$ cat src/rtl/regfile_4mb.sv
`default_nettype none
// ============================================================================
// regfile_4mb : SPI-mapped register file (version, scratch, control, status,
//               W1C events with interrupt, write and error counters)
// Revision    : 1.0
// ============================================================================
module regfile_4mb #(
    parameter logic [31:0] FPGA_VERSION = 32'h0001_0000,
    parameter logic [31:0] UNMAPPED_VAL = 32'hDEAD_BEEF
) (
    input  logic        clk_100m,
    input  logic        rst_n_syn,
    input  logic [15:0] addr,
    input  logic [31:0] data_mosi,
    input  logic        data_mosi_rdy,
    input  logic        data_miso_rdy,
    output logic [31:0] data_miso,
    input  logic [15:0] status_in,
    input  logic [7:0]  event_in,
    output logic [23:0] ctrl_out,
    output logic        ctrl_wr,
    output logic        irq
);

    localparam logic [15:0] ADDR_VERSION  = 16'h0000;
    localparam logic [15:0] ADDR_SCRATCH  = 16'h0001;
    localparam logic [15:0] ADDR_CTRL     = 16'h0002;
    localparam logic [15:0] ADDR_STATUS   = 16'h0003;
    localparam logic [15:0] ADDR_EVENT    = 16'h0004;
    localparam logic [15:0] ADDR_WR_CNT   = 16'h0005;
    localparam logic [15:0] ADDR_ERR_CNT  = 16'h0006;
    localparam logic [15:0] ADDR_FIRST_UM = 16'h0007;
    localparam logic [15:0] CNT_MAX       = 16'hFFFF;
    localparam logic [1:0]  ARM_DONE      = 2'd2;

    logic [31:0] scratch;
    logic [31:0] ctrl;
    logic [7:0]  event_flags;
    logic [15:0] wr_cnt;
    logic [15:0] err_cnt;

    logic [15:0] status_meta;
    logic [15:0] status_sync;
    logic [7:0]  event_meta;
    logic [7:0]  event_sync;
    logic [7:0]  event_prev;
    logic [1:0]  arm_cnt;

    logic        addr_unmapped;
    logic        hit_scratch;
    logic        hit_ctrl;
    logic        hit_event;
    logic        hit_err_cnt;
    logic        wr_counted;
    logic        event_armed;
    logic [7:0]  event_rise;
    logic [7:0]  event_clr;
    logic [1:0]  err_inc;
    logic [16:0] err_sum;
    logic [15:0] err_next;
    logic [15:0] wr_next;
    logic [31:0] read_val;

    // ------------------------------------------------------------------
    // Input synchronizers and event edge detector
    // ------------------------------------------------------------------
    always_ff @(posedge clk_100m or negedge rst_n_syn) begin
        if (!rst_n_syn) begin
            status_meta <= '0;
            status_sync <= '0;
            event_meta  <= '0;
            event_sync  <= '0;
            event_prev  <= '0;
            arm_cnt     <= '0;
        end else begin
            status_meta <= status_in;
            status_sync <= status_meta;
            event_meta  <= event_in;
            event_sync  <= event_meta;
            // While arming, preload the edge reference from the first
            // stage so levels present at reset release never look like edges.
            event_prev  <= event_armed ? event_sync : event_meta;
            if (arm_cnt != ARM_DONE) begin
                arm_cnt <= arm_cnt + 2'd1;
            end
        end
    end

    // ------------------------------------------------------------------
    // Write decode and next-state terms
    // ------------------------------------------------------------------
    always_comb begin
        addr_unmapped = (addr >= ADDR_FIRST_UM);
        hit_scratch   = data_mosi_rdy && (addr == ADDR_SCRATCH);
        hit_ctrl      = data_mosi_rdy && (addr == ADDR_CTRL);
        hit_event     = data_mosi_rdy && (addr == ADDR_EVENT);
        hit_err_cnt   = data_mosi_rdy && (addr == ADDR_ERR_CNT);
        wr_counted    = hit_scratch || hit_ctrl || hit_event || hit_err_cnt;

        event_armed   = (arm_cnt == ARM_DONE);
        event_rise    = event_armed ? (event_sync & ~event_prev) : 8'h00;
        event_clr     = hit_event ? data_mosi[7:0] : 8'h00;

        // Read and write strobes at an unmapped address count separately
        err_inc  = {1'b0, data_mosi_rdy & addr_unmapped}
                 + {1'b0, data_miso_rdy & addr_unmapped};
        err_sum  = {1'b0, err_cnt} + {15'h0000, err_inc};
        err_next = err_sum[16] ? CNT_MAX : err_sum[15:0];
        wr_next  = (wr_cnt == CNT_MAX) ? CNT_MAX : (wr_cnt + 16'd1);
    end

    // ------------------------------------------------------------------
    // Register file state
    // ------------------------------------------------------------------
    always_ff @(posedge clk_100m or negedge rst_n_syn) begin
        if (!rst_n_syn) begin
            scratch     <= '0;
            ctrl        <= '0;
            event_flags <= '0;
            wr_cnt      <= '0;
            err_cnt     <= '0;
            ctrl_wr     <= 1'b0;
        end else begin
            if (hit_scratch) begin
                scratch <= data_mosi;
            end
            if (hit_ctrl) begin
                ctrl <= data_mosi;
            end
            ctrl_wr <= hit_ctrl;

            // Clear first, then set: a coincident edge keeps the bit
            event_flags <= (event_flags & ~event_clr) | event_rise;

            if (wr_counted) begin
                wr_cnt <= wr_next;
            end

            if (hit_err_cnt) begin
                err_cnt <= '0;
            end else begin
                err_cnt <= err_next;
            end
        end
    end

    assign ctrl_out = ctrl[23:0];

    // ------------------------------------------------------------------
    // Read mux (registered, side-effect free)
    // ------------------------------------------------------------------
    always_comb begin
        read_val = UNMAPPED_VAL;
        case (addr)
            ADDR_VERSION: read_val = FPGA_VERSION;
            ADDR_SCRATCH: read_val = scratch;
            ADDR_CTRL:    read_val = ctrl;
            ADDR_STATUS:  read_val = {16'h0000, status_sync};
            ADDR_EVENT:   read_val = {24'h00_0000, event_flags};
            ADDR_WR_CNT:  read_val = {16'h0000, wr_cnt};
            ADDR_ERR_CNT: read_val = {16'h0000, err_cnt};
            default:      read_val = UNMAPPED_VAL;
        endcase
    end

    always_ff @(posedge clk_100m or negedge rst_n_syn) begin
        if (!rst_n_syn) begin
            data_miso <= '0;
            irq       <= 1'b0;
        end else begin
            data_miso <= read_val;
            irq       <= |(event_flags & ctrl[31:24]);
        end
    end

endmodule
`default_nettype wire

$ cat config.mk
export PLATFORM = sky130hd
export DESIGN_NAME = regfile_4mb
export DESIGN_NICKNAME = d
export VERILOG_FILES = /design/src/rtl/regfile_4mb.sv
export SDC_FILE = /design/constraint.sdc
export NUM_CORES = 1
export LEC_CHECK = 0
export BUFFER_PORTS_ARGS = -buffer_cell sky130_fd_sc_hd__buf_4
export CAP_MARGIN = 10
export CORE_MARGIN = 5
export CORE_UTILIZATION = 34
export CTS_BUF_LIST = sky130_fd_sc_hd__clkbuf_8 sky130_fd_sc_hd__clkbuf_16
export CTS_CLUSTER_DIAMETER = 80
export DETAILED_ROUTE_END_ITERATION = 10
export PLACE_DENSITY = 0.55
export SLEW_MARGIN = 15
export SYNTH_ARGS = -nofsm -noshare
export SYNTH_HDL_FRONTEND = slang
export SYNTH_SLANG_ARGS = --single-unit
$ cat constraint.sdc
create_clock -name clk_100m -period 3.4 [get_ports clk_100m]
set_clock_uncertainty 0.05 [all_clocks]
set_input_delay 0.17 -clock clk_100m [delete_from_list [all_inputs] [get_ports clk_100m]]
set_output_delay 0.17 -clock clk_100m [all_outputs]
set_load 0.01 [all_outputs]
Word level (Yosys, flattened, before mapping) --
Index checks and enable logic that the tools add are counted.
Operators by class: $add $sub $neg 4, magnitude comparators 1, equality and inequality tests 9, muxes and demuxes 7, bitwise gates (word level) 8, reduce and logical (&&, ||, !) cells 9
Operators by type and width (number):
- 32-bit case mux with 7 select lines | 1
- 16-bit by 3-bit == test with 1-bit output, second input constant | 3
- 16-bit 2-to-1 mux | 3
- 16-bit by 2-bit == test with 1-bit output, second input constant | 2
- 8-bit AND | 3
- 8-bit 2-to-1 mux | 3
- 16-bit by 2-bit adder with 17-bit output | 1
- 16-bit by 1-bit adder with 16-bit output, second input constant | 1
- 16-bit by 1-bit == test with 1-bit output, second input constant | 1
- 16-bit == test, second input constant | 1
- 16-bit by 3-bit greater-or-equal comparator with 1-bit output, second input constant | 1
- 16-bit zero test | 1
- 8-bit inverter | 2
- 8-bit OR | 1
- 8-bit OR reduction | 1
- 1-bit logical AND | 4
- 1-bit logical OR | 3
- 1-bit by 1-bit adder with 2-bit output | 1
- 2-bit by 1-bit adder with 2-bit output, second input constant | 1
- 1-bit AND | 2
- 2-bit == test, second input constant | 1
- 2-bit != test, second input constant | 1
Word-level totals: flip-flop bits (word level) 196, bits of input ports 76, output and inout bits 58, logic and storage cells 52

Depth between registers and ports, before layout --
Gate-level depths: netlist (run 1).
word-level depth 6, mapped depth 13, gate-level depth less buffers 10

Least setup slack after synthesis (run 1) --
No wires, ideal clock.
kind input to register, start input addr[14], end register err_cnt[10], library setup time 137 ps, arrival 3114 ps, data required time 3213 ps, slack 99 ps, stages on the path 13, buffers on the path 4, cell sequence or4_4 buf_4 or4_1 clkbuf_1 buf_2 o21ai_0 fa_1 inv_1 ha_1 nand4_1 or4_1 clkbuf_1 a21oi_1
On the way: longest elaborated chain between the ends 6, elaborated cells between the ends (all ways) 9, classes of those cells 2 x add/sub; 1 x order compare; 1 x eq/ne; 2 x mux; 2 x bitwise; 1 x reduce/logical
Ends and longest elaborated chain:
- start, declared | RTL line 13 | input logic [15:0] addr,
- 16-bit by 3-bit greater-or-equal comparator with 1-bit output | RTL line 93 | addr_unmapped = (addr >= ADDR_FIRST_UM);
- 1-bit AND (on tied branches) | RTL line 105, 106
- 1-bit by 1-bit adder with 2-bit output | RTL line 106 | + {1'b0, data_miso_rdy & addr_unmapped};
- 16-bit by 2-bit adder with 17-bit output | RTL line 107 | err_sum = {1'b0, err_cnt} + {15'h0000, err_inc};
- 16-bit 2-to-1 mux | RTL line 108 | err_next = err_sum[16] ? CNT_MAX : err_sum[15:0];
- 16-bit 2-to-1 mux (*) | RTL line 139 | if (hit_err_cnt) begin
- end signal, assigned | RTL line 142 | err_cnt <= err_next;
- end, declared | RTL line 40 | logic [15:0] err_cnt;
Every way passes the cells marked *; elsewhere a longest branch is shown, timed or not. A chain may end at the register's enable or synchronous reset.

Final worst setup path (run 1) --
start input addr[7], end register err_cnt[2]
The elaborated chain is that of the path after synthesis.

==> metrics.md, run 1 <==
| Metric | Value |
|---|---|
| Syn Nets | `735` |
| Post-synth EDFFs | `0` |
| Min Tclk post-route | `2.77 ns` |
| Sequential share of the synthesized area | `58.0%` |
| CTS max path bufs | `2` |
| Worst Reg-to-Reg Cells | `7` |
| Synthesized instance count | `655` |
| Ant. Diodes | `0` |
| F_max | `0.361 GHz` |
| GR Overflow Total | `0` |
| Row Count | `57` |
| DR vias/cell | `4.96` |
| Drt drc | `0` |
| Slew Viols, Final | `0` |
| Hold depth | `3` |
| Worst setup EP type | `flip-flop` |
| Worst-path maximum fanout | `13` |
| Vias | `5817` |
| Seq cells post-synth | `196` |
| Worst r2r src | `err_cnt[0]$_DFF_PN0_` |
| Type of the worst min-delay path | `in -> reg` |
| Crit path DAT | `3.01 ns` |
| Starting Density | `34.7%` |
| Crit path kind | `in -> reg` |
| Max_cap viols | `0` |
| Number of gates resized after CTS | `0` |
| Setup repair after global routing missed its margin | `false` |
| Initial antenna violation count | `0` |
| Nets | `915` |
| IO buf count | `133` |
| Post-detail-place hpwl | `15500 um` |
| Max IR drop VDD | `0.315 mV` |
| Avg Inst Size Synth | `12.9 sq um` |
| Final hold vios | `0` |
| Max transition margin | `44.7%` |
| Worst Setup SP | `addr[7]` |
| CTS tree | `yes` |
| Fin Setup TNS | `0 ns` |
| Die W | `168 um` |
| Synthesis Warnings | `0` |
| Final core utilization | `44.6%` |
| CTS Buf Count | `17` |
| Final worst path period share | `81.4%` |
| Cell variety after synth | `54` |
| Gpl congestion | `0.818` |
| Ys flop type | `dfrtp_1` |
| Hold endpoint | `ctrl_wr$_DFF_PN0_` |
| H-tree levels | `4` |
| Ys async rst share | `100%` |
| Placed cell count | `1083` |
| Sink Count | `196` |
| Worst-path clk slew | `0.07 ns` |
| Status | `complete, no violations` |
| CP required | `3.64 ns` |
| Post-synthesis cell area | `0.00846 sq mm` |
| 1st-iter DRT viols | `523` |
| Tot GR Track Use | `15.6%` |
| Die Y | `168 um` |
| Core area | `0.0244 sq mm` |
| Area of the die | `0.0281 sq mm` |
| Leakage power | `0.00479 uW` |
| Non-Filler Instances | `1172` |
| DP Area | `0.00971 sq mm` |
| Worst R2R Setup Slack | `0.79 ns` |
| Worst Tran Pin Value | `0.823 ns` |
| Largest net degree at the start of global routing | `82` |
| First-pass GRT wire length | `34600 um` |
| Count of final setup violators | `0` |
| Layout cell share with drive strength beyond 1 | `33.7%` |
| Cell area after layout | `0.0109 sq mm` |
| Min-delay src | `addr[1]` |
| Area grow syn2layout | `28.7%` |
| Root Driver | `clkbuf_16` |
| First drt pass iteration count | `8` |
| Skew-Pair Late Insertion Delay | `0.44 ns` |
| Startpoint types | `input port` |
| Pwr Density | `451 mW/mm^2` |
| Reg2reg end | `err_cnt[2]$_DFF_PN0_` |
| DRT antenna net count | `0` |
| Ports | `134` |
| Drt total wl | `22100 um` |
| Drt wl/cell | `18.9 um` |
| Vias in the first global route | `5950` |
==> worst max path at each step <==
stage | end | cells past startpoint
2_1_floorplan | err_cnt[10]$_DFF_PN0_ | 13
4_1_cts | err_cnt[2]$_DFF_PN0_ | 10
3_3_place_gp | err_cnt[13]$_DFF_PN0_ | 10
6_report | err_cnt[2]$_DFF_PN0_ | 10
3_5_place_dp | err_cnt[13]$_DFF_PN0_ | 10
5_1_grt | err_cnt[2]$_DFF_PN0_ | 10
==> report_power, final <==
| part | switching, uW | internal (uW) |
|---|---|---|
| clock | 998 | 1030 |
| sequential | 86.8 | 2410 |
| combinational | 188 | 195 |
| total | 1270 | 3630 |
==> cells by family after synthesis <==
group	after synthesis	synth area share (%)
flops	196	58.0
simple gates	190	12.8
compound gates	98	8.48
buf+inv	79	5.99
mux	78	13.0
xor+xnor	10	1.04
fa+ha+maj	4	0.680
==> per-layer routing <==
metal / routed length [um] / GRT usage [%] / share of wire (%) / vias to the layer above
met1: 10800 / 23.6 / 49 / 2890
met2: 9830 / 23.4 / 44 / 182
met4: 212 / 3.63 / 0.96 / 0
met5: 0 / 0 / 0 / -
met3: 1280 / 3.04 / 5.8 / 19
li1: - / - / - / 2726
==> critical path, cell delays in order <==
cell and delay, ns:
buf_4 0.11, or4_4 0.52, or4_1 0.63, o21ai_0 0.29, fa_1 0.25, inv_1 0.06, ha_1 0.21, nand4_1 0.18
or4_1 0.44, a21oi_1 0.15
==> synthesized netlist by cell type (2+ instances only) <==
master	count	area, sq um
or3_1	2	12.5
nand3_1	54	270
mux2_1	2	22.5
nand2_1	43	161
o21ai_0	9	45.0
o211ai_1	3	22.5
a22o_1	5	43.8
a31oi_1	10	62.6
a222oi_1	13	130
a32oi_1	3	26.3
or4bb_1	2	22.5
buf_2	9	45.0
a21oi_1	19	95.1
nor4_2	4	50.1
xnor2_1	9	78.8
nor2_1	25	93.8
nor2_8	2	40.0
inv_1	22	82.6
nor4b_1	2	17.5
or4_4	3	33.8
nor3_1	8	40.0
nor4b_2	3	45.0
buf_4	25	188
ha_1	3	37.5
clkbuf_1	16	60.1
a32o_1	6	60.1
nand4_1	8	50.1
dfrtp_1	196	4900
buf_12	6	120
and3_1	5	31.3
o2bb2ai_1	2	17.5
nor4_1	9	56.3
nand2b_1	3	18.8
mux2_2	14	158
a211oi_1	13	97.6
or4b_2	2	20.0
a22oi_1	11	82.6
and2_1	5	31.3
mux2i_1	2	20.0
or4_1	4	30.0
mux2_4	60	901
==> cell type report <==
class | count | area (sq um)
clock buffer | 19 | 453
clock inverter | 13 | 148
fill | 2249 | 13500
inverter | 22 | 82.6
multi-input combinational | 380 | 3070
sequential | 196 | 4900
tap | 324 | 405
timing repair buffer | 218 | 1820
==> stage by stage <==
stage	hold slack, ns	worst slack (ns)	power [uW]
6_report	0.0378	0.631	4910
5_1_grt	0.0570	0.465	5100
4_1_cts	0.0209	0.653	4950
3_5_place_dp	0.207	0.220	2870
3_3_place_gp	0.206	0.248	2870
2_1_floorplan	-0.176	0.0988	2670
==> placed cells by master (no fill, tap or decap), drive strengths merged, types with 3 or more instances in the layout <==
master / count
dfrtp: 196
buf: 160
mux2: 76
dlygate4sd3: 57
nand3: 54
nand2: 43
inv: 30
nor2: 27
clkbuf: 20
a21oi: 19
nor4: 14
a211oi: 13
a222oi: 13
a22oi: 11
a31oi: 10
o21ai: 9
xnor2: 9
nand4: 8
nor3: 8
or4: 7
a32o: 6
and2: 6
and3: 5
a22o: 5
nor4b: 5
clkinv: 4
nand2b: 3
a32oi: 3
o211ai: 3
ha: 3
==> flip-flops by register name (all words and copies together) (netlist names) <==
signal / flops
ctrl: 32
data_miso: 32
scratch: 32
err_cnt: 16
status_meta: 16
status_sync: 16
wr_cnt: 16
event_flags: 8
event_meta: 8
event_prev: 8
event_sync: 8
arm_cnt: 2
ctrl_wr: 1
irq: 1
==> timing repair <==
action,CTS,global route
hold buffers,57,0
setup buffers,0,0
endpoints found under the hold margin,171,0
setup endpoints to repair,0,0
No activity file was read; power rests on OpenSTA's default activity.
==> run 2: changes to the inputs <==
--- a/config.mk
+++ b/config.mk
@@ -12,7 +12,7 @@
 export CTS_BUF_LIST = sky130_fd_sc_hd__clkbuf_8 sky130_fd_sc_hd__clkbuf_16
 export CTS_CLUSTER_DIAMETER = 80
 export DETAILED_ROUTE_END_ITERATION = 10
-export PLACE_DENSITY = 0.55
+export PLACE_DENSITY = 0.57
 export SLEW_MARGIN = 15
 export SYNTH_ARGS = -nofsm -noshare
 export SYNTH_HDL_FRONTEND = slang
==> constraint.sdc (replaced) <==
create_clock -name clk_100m -period 2.4 [get_ports clk_100m]
set_clock_uncertainty 0.05 [all_clocks]
set_input_delay 0.12 -clock clk_100m [delete_from_list [all_inputs] [get_ports clk_100m]]
set_output_delay 0.12 -clock clk_100m [all_outputs]
set_load 0.01 [all_outputs]
==> run 2 against run 1 <==
Via count increased by 2.3%. Design area increased by 1.6%. Critical endpoint is now err_cnt[15]$_DFF_PN0_. Largest cell class unchanged. Largest power group unchanged. Hold slack improved by 0.016 ns. Clock power increased by 32%. Die area unchanged. Setup slack got worse by 0.49 ns. Wire length decreased by 1.6%. Count of clock-buffer cells in the layout decreased by 2.
==> metrics.md, run 2 (synthesized netlist as in run 1, its figures left out) <==
| Metric | Value |
|---|---|
| Status | `complete, no violations (unchanged)` |
| Worst-path clk slew | `0.07 ns (about the same)` |
| Slowest stage cell, crit path | `or4_4 (was or4_1)` |
| Drt total wl | `21700 um (was 22100 um)` |
| Placed cell count | `1100 (was 1083)` |
| CP required | `2.66 ns (was 3.64 ns)` |
| Area of the die | `0.0281 sq mm (unchanged)` |
| Fin Setup TNS | `0 ns (unchanged)` |
| H-tree levels | `4 (unchanged)` |
| CTS Buf Count | `17 (unchanged)` |
| CP peak stage delay | `0.58 ns (was 0.63 ns)` |
| Max transition margin | `59.5% (was 44.7%)` |
| Internal cell power | `5070 uW (was 3630 uW)` |
| Die Y | `168 um (unchanged)` |
| Initial antenna violation count | `0 (unchanged)` |
| 1st-iter DRT viols | `614 (was 523)` |
| Count of final setup violators | `0 (unchanged)` |
| Total power | `6780 uW (was 4910 uW)` |
| Tot GR Track Use | `15.6% (about the same)` |
| Clock Power Share | `39.5% (was 41.3%)` |
| Leakage power | `0.00488 uW (was 0.00479 uW)` |
| Worst path top cell family by delay | `simple AND/OR/NAND/NOR gates (unchanged)` |
| First drt pass iteration count | `10 (was 8)` |
| Min-delay src | `data_mosi_rdy (was addr[1])` |
| Vias in the first global route | `6001 (was 5950)` |
| Crit path kind | `in -> reg (unchanged)` |
| Ant. Diodes | `0 (unchanged)` |
| Starting Density | `34.7% (unchanged)` |
| Die W | `168 um (unchanged)` |
| Switching Share | `25.3% (was 25.9%)` |
| Reg2reg end | `err_cnt[1]$_DFF_PN0_ (was err_cnt[2]$_DFF_PN0_)` |
| Seq pwr share | `52.0% (was 50.9%)` |
| Worst Reg-to-Reg Cells | `8 (was 7)` |
| Worst-path cell chain | `buf_4, or4_4, or4_4, o21ai_4, fa_2, inv_2, ha_4, nand4_1, buf_4, o21ai_0, nor4_1, nor3_1 (was buf_4, or4_4, or4_1, o21ai_0, fa_1, inv_1, ha_1, nand4_1, or4_1, a21oi_1)` |
| Core area | `0.0244 sq mm (unchanged)` |
| CTS tree | `yes (unchanged)` |
| Max_cap viols | `0 (unchanged)` |
| Skew-Pair Late Insertion Delay | `0.44 ns (about the same)` |
| IO buf count | `133 (unchanged)` |
| Hold depth | `3 (unchanged)` |
| Worst r2r src | `err_cnt[0]$_DFF_PN0_ (unchanged)` |
| CP Buf/Inv Count | `3 (was 2)` |
| Crit path DAT | `2.52 ns (was 3.01 ns)` |
| Worst setup EP type | `flip-flop (unchanged)` |
| Sink Count | `196 (unchanged)` |
| Gpl congestion | `0.829 (was 0.818)` |
| Final hold vios | `0 (unchanged)` |
| WHS | `0.0535 ns (was 0.0378 ns)` |
| Post-detail-place hpwl | `15500 um (about the same)` |
| Startpoint types | `input port (unchanged)` |
| Ports | `134 (unchanged)` |
| CTS max path bufs | `2 (unchanged)` |
| Row Count | `57 (unchanged)` |
| Pwr Density | `614 mW/mm^2 (was 451 mW/mm^2)` |
| F_max | `0.443 GHz` |
| DR vias/cell | `5.00 (was 4.96)` |
| Max IR drop VDD | `0.403 mV (was 0.315 mV)` |
| Setup repair after global routing missed its margin | `false (unchanged)` |
| Worst Tran Pin Value | `0.608 ns (was 0.823 ns)` |
| Area grow syn2layout | `30.7% (was 28.7%)` |
| Nets | `933 (was 915)` |
| GR Overflow Total | `0 (unchanged)` |
| Drt drc | `0 (unchanged)` |
| First-pass GRT wire length | `34500 um (was 34600 um)` |
| Largest net degree at the start of global routing | `77 (was 82)` |
| DRT antenna net count | `0 (unchanged)` |
| Comb power frac | `8.5% (was 7.8%)` |
| Root Driver | `clkbuf_16 (unchanged)` |
| Drt wl/cell | `18.3 um (was 18.9 um)` |
| Slew Viols, Final | `0 (unchanged)` |
| Min Tclk post-route | `2.26 ns` |
| Vias | `5950 (was 5817)` |
| Layout cell share with drive strength beyond 1 | `35.8% (was 33.7%)` |
| Hold endpoint | `ctrl_wr$_DFF_PN0_ (unchanged)` |
| Biggest regs | `ctrl x32, data_miso x32, scratch x32 (unchanged)` |
| Worst R2R Setup Slack | `0.23 ns (was 0.79 ns)` |
| Type of the worst min-delay path | `in -> reg (unchanged)` |
| Sw Pwr | `1710 uW (was 1270 uW)` |
| Worst-path maximum fanout | `8 (was 13)` |
| Commonest non-fill, non-tap cells in the layout | `196 x dfrtp_1, 171 x buf_4, 60 x mux2_4 (was 196 x dfrtp_1, 157 x buf_4, 60 x mux2_4)` |
| Most common cell after layout, fill and taps aside | `dfrtp_1 (unchanged)` |
| Non-Filler Instances | `1189 (was 1172)` |
| Final worst path period share | `94.1%` |
==> run 2: worst register-to-register path: cells and delay by family (launching register included) <==
family / cells / cell delay (ns)
buf+inv: 3 / 0.33
compound gates: 1 / 0.19
simple gates: 2 / 0.66
fa+ha+maj: 2 / 0.48
flops: 1 / 0.38
==> run 2: metrics by stage <==
step / setup slack (ns) / util [%] / cell area, sq um
floorplan: -0.455 / - / 8530
global placement: -0.436 / 40.7 / 9930
detailed placement: -0.486 / 40.7 / 9930
CTS: 0.0665 / 45.3 / 11100
global route: 0.0724 / 45.3 / 11100
finish: 0.142 / 45.3 / 11100
==> run 2: what timing repair did <==
| item | CTS | global route |
|---|---|---|
| gates cloned | 0 | 0 |
| hold endpoints to repair | 147 | 0 |
| buffers inserted | 1 | 0 |
| hold buffers | 57 | 0 |
| setup endpoints to repair | 1 | 1 |
| resized for setup | 0 | 1 |
==> run 2: area by class of cell <==
type / instances / area (sq um)
clock inverters: 14 / 123
well taps: 324 / 405
fillers: 2222 / 13300
clock buffers: 17 / 425
inverters: 22 / 82.6
multi-input cells: 380 / 3110
repair buffers: 236 / 2010
flip-flops and latches: 196 / 4900
==> run 2: worst max-delay path by stage <==
stage	startpoint	end	slack, ns	cells past startpoint
global placement	addr[7]	err_cnt[15]$_DFF_PN0_	-0.44	11
finish	addr[7]	err_cnt[15]$_DFF_PN0_	0.14	12
detailed placement	addr[7]	err_cnt[15]$_DFF_PN0_	-0.49	11
floorplan	addr[14]	err_cnt[2]$_DFF_PN0_	-0.45	13
CTS	addr[7]	err_cnt[15]$_DFF_PN0_	0.07	12
global route	addr[7]	err_cnt[15]$_DFF_PN0_	0.07	12
==> run 2: metal layers <==
layer,vias to the layer above,wire length [um],global-route usage (%)
met5,-,0,0
met4,0,409,5.01
met3,22,1310,3.28
met2,204,9800,23.4
met1,2962,10200,22.7
li1,2762,-,-
==> run 2: power groups by stage <==
stage | registers (uW) | logic [uW] | clock network (uW)
floorplan | 3560 | 244 | 0
global placement | 3590 | 496 | 0
detailed placement | 3590 | 501 | 0
CTS | 3530 | 584 | 2760
global route | 3550 | 640 | 2870
finish | 3530 | 574 | 2680
==> run 3: changes to the inputs <==
--- a/config.mk
+++ b/config.mk
@@ -12,7 +12,7 @@
 export CTS_BUF_LIST = sky130_fd_sc_hd__clkbuf_8 sky130_fd_sc_hd__clkbuf_16
 export CTS_CLUSTER_DIAMETER = 80
 export DETAILED_ROUTE_END_ITERATION = 10
-export PLACE_DENSITY = 0.57
+export PLACE_DENSITY = 0.55
 export SLEW_MARGIN = 15
 export SYNTH_ARGS = -nofsm -noshare
 export SYNTH_HDL_FRONTEND = slang
==> constraint.sdc (replaced) <==
create_clock -name clk_100m -period 2.25 [get_ports clk_100m]
set_clock_uncertainty 0.05 [all_clocks]
set_input_delay 0.1125 -clock clk_100m [delete_from_list [all_inputs] [get_ports clk_100m]]
set_output_delay 0.1125 -clock clk_100m [all_outputs]
set_load 0.01 [all_outputs]
==> run 3 against run 2 <==
The flow now finishes with violations (setup timing). Global-route usage rose by 0.17 points. Clock power is 12% higher. Non-clock buffer count grew 14. Hold slack got worse by 0.019 ns. Sequential power grew 6.8%. Critical path type unchanged.
==> metrics.md, run 3 (synthesized netlist as in run 1, its figures left out) <==
| Metric | Value |
|---|---|
| Min Tclk post-route | `2.34 ns` |
| Most common cell after layout, fill and taps aside | `dfrtp_1 (unchanged)` |
| Layout cell share with drive strength beyond 1 | `37.4% (was 35.8%)` |
| CTS tree | `yes (unchanged)` |
| Area of the multi-input gates | `0.00314 sq mm (was 0.00311 sq mm)` |
| Count of final setup violators | `4 (was 0)` |
| Skew-Pair Late Insertion Delay | `0.43 ns (was 0.44 ns)` |
| Worst r2r src | `err_cnt[0]$_DFF_PN0_ (unchanged)` |
| Post-detail-place hpwl | `15900 um (was 15500 um)` |
| Root Driver | `clkbuf_16 (unchanged)` |
| DP Area | `0.0100 sq mm (was 0.00993 sq mm)` |
| DRT antenna net count | `0 (unchanged)` |
| Fillers | `2233 (was 2222)` |
| Max_cap viols | `0 (unchanged)` |
| First-pass GRT wire length | `34900 um (was 34500 um)` |
| Worst Reg-to-Reg Cells | `10 (was 8)` |
| Area grow syn2layout | `33.4% (was 30.7%)` |
| Pwr Density | `661 mW/mm^2 (was 614 mW/mm^2)` |
| Leakage power | `0.00499 uW (was 0.00488 uW)` |
| Startpoint types | `input port (unchanged)` |
| Initial antenna violation count | `0 (unchanged)` |
| Slew Viols, Final | `0 (unchanged)` |
| Failing checks | `setup timing` |
| Total power | `7450 uW (was 6780 uW)` |
| Sink Count | `196 (unchanged)` |
| CP required | `2.52 ns (was 2.66 ns)` |
| WHS | `0.0345 ns (was 0.0535 ns)` |
| Drt wl/cell | `18.6 um (was 18.3 um)` |
| Hold depth | `3 (unchanged)` |
| Worst-path clk slew | `0.07 ns (about the same)` |
| Type of the worst min-delay path | `in -> reg (unchanged)` |
| Worst-path maximum fanout | `4 (was 8)` |
| Final core utilization | `46.3% (was 45.3%)` |
| 1st-iter DRT viols | `602 (was 614)` |
| Nets | `947 (was 933)` |
| Largest net degree at the start of global routing | `66 (was 77)` |
| Vias in the first global route | `6120 (was 6001)` |
| Setup repair after global routing missed its margin | `true (was false)` |
| Die Y | `168 um (unchanged)` |
| Max transition margin | `64.2% (was 59.5%)` |
| Drt drc | `0 (unchanged)` |
| Gpl congestion | `0.786 (was 0.829)` |
| Worst setup EP type | `flip-flop (unchanged)` |
| Sequential Area | `0.00490 sq mm (unchanged)` |
| H-tree levels | `4 (unchanged)` |
| Crit path kind | `in -> reg (unchanged)` |
| CP peak stage delay | `0.60 ns (was 0.58 ns)` |
| Ports | `134 (unchanged)` |
| First drt pass iteration count | `5 (was 10)` |
| Core area | `0.0244 sq mm (unchanged)` |
| Placed cell count | `1111 (was 1100)` |
| Worst Tran Pin Value | `0.537 ns (was 0.608 ns)` |
| Status | `complete, but fails checks (was complete, no violations)` |
| Worst-path cell chain | `buf_6, or4_4, or4_4, o21ai_4, fa_2, inv_2, ha_4, nand4_1, buf_4, buf_6, nor4_2, mux2i_1, nor2_1 (was buf_4, or4_4, or4_4, o21ai_4, fa_2, inv_2, ha_4, nand4_1, buf_4, o21ai_0, nor4_1, nor3_1)` |
| Setup WS post-layout | `-0.0941 ns (was 0.142 ns)` |
| Row Count | `57 (unchanged)` |
| Final hold vios | `0 (unchanged)` |
| Drt total wl | `22400 um (was 21700 um)` |
| Commonest non-fill, non-tap cells in the layout | `196 x dfrtp_1, 178 x buf_4, 60 x mux2_4 (was 196 x dfrtp_1, 171 x buf_4, 60 x mux2_4)` |
| Worst path top cell family by delay | `simple AND/OR/NAND/NOR gates (unchanged)` |
| CTS max path bufs | `2 (unchanged)` |
| Tot GR Track Use | `15.8% (was 15.6%)` |
| Ant. Diodes | `0 (unchanged)` |
| Hold endpoint | `ctrl_wr$_DFF_PN0_ (unchanged)` |
| Final worst path period share | `104%` |
| Reg2reg end | `err_cnt[14]$_DFF_PN0_ (was err_cnt[1]$_DFF_PN0_)` |
| IO buf count | `133 (unchanged)` |
| Non-Filler Instances | `1204 (was 1189)` |
| Starting Density | `34.7% (unchanged)` |
| Crit path DAT | `2.61 ns (was 2.52 ns)` |
| GR Overflow Total | `0 (unchanged)` |
| Area of the die | `0.0281 sq mm (unchanged)` |
| Min-delay src | `data_mosi_rdy (unchanged)` |
| Die W | `168 um (unchanged)` |
| CTS Buf Count | `17 (unchanged)` |
| Biggest regs | `ctrl x32, data_miso x32, scratch x32 (unchanged)` |
| CP Buf/Inv Count | `4 (was 3)` |
| Max IR drop VDD | `0.445 mV (was 0.403 mV)` |
| DR vias/cell | `5.01 (was 5.00)` |
| Vias | `6038 (was 5950)` |
| Cell area after layout | `0.0113 sq mm (was 0.0111 sq mm)` |
| F_max | `0.427 GHz` |
| Slowest stage cell, crit path | `or4_4 (unchanged)` |
| Worst R2R Setup Slack | `0.03 ns (was 0.23 ns)` |
run 3: cell types whose count changed in the layout (fill, tap and decap cells not counted), moves of 2 or more:
cell / previous run / this run
clkinv_8: 2 / 0
buf_12: 7 / 10
inv_8: 0 / 3
clkinv_2: 4 / 2
nor3_1: 8 / 6
inv_6: 6 / 3
nor4_2: 5 / 7
clkinvlp_4: 0 / 2
nor4_1: 7 / 5
buf_4: 171 / 178
buf_6: 0 / 4
run 3: tightest hold or removal path, delay by kind of cell:
kind,cells,cell delay [ns]
and+or+nand+nor,1,0.09
buffers and inverters,2,0.26
run 3: power by group:
| part | total (uW) | internal [uW] | switching, uW |
|---|---|---|---|
| clock | 3010 | 1590 | 1420 |
| combinational | 670 | 366 | 304 |
| sequential | 3770 | 3640 | 125 |
| total | 7450 | 5600 | 1850 |
run 3: worst max path at each step:
stage                   from               endpoint  slack, ns  cells after the start
global route         addr[5]  err_cnt[12]$_DFF_PN0_      -0.19                     13
global placement     addr[7]   err_cnt[8]$_DFF_PN0_      -0.50                     13
detailed placement   addr[7]  err_cnt[14]$_DFF_PN0_      -0.54                     13
floorplan           addr[14]   err_cnt[2]$_DFF_PN0_      -0.60                     13
CTS                  addr[8]  err_cnt[10]$_DFF_PN0_      -0.01                     13
finish               addr[5]  err_cnt[14]$_DFF_PN0_      -0.09                     13
run 3: per-stage QoR:
stage	setup WS (ns)	TNS [ns]
4_1_cts	-0.0109	-0.0206
3_3_place_gp	-0.495	-16.92
3_5_place_dp	-0.538	-17.53
2_1_floorplan	-0.597	-8.87
5_1_grt	-0.194	-1.84
6_report	-0.0941	-0.194
run 3: cell type report:
class / instances / area share, %
sequential: 196 / 43.5
inverter: 22 / 0.732
clock buffer: 18 / 3.89
tap: 324 / 3.59
timing repair buffer: 250 / 19.2
clock inverter: 14 / 1.25
multi-input combinational: 380 / 27.9
run 3: routing by layer:
| metal | GRT usage (%) | wire length [um] | up-vias |
|---|---|---|---|
| met3 | 3.96 | 1420 | 11 |
| met5 | 0 | 0 | - |
| met2 | 24.9 | 10600 | 192 |
| li1 | - | - | 2781 |
| met4 | 3.14 | 166 | 0 |
| met1 | 22.3 | 10200 | 3054 |
run 3: repair_timing:
| action | 4_1_cts | 5_1_grt |
|---|---|---|
| endpoints found under the setup margin | 5 | 16 |
| resized for setup | 6 | 7 |
| buffers inserted | 2 | 3 |
| hold buffers | 57 | 0 |
| endpoints found under the hold margin | 154 | 0 |
| pin swaps | 9 | 12 |
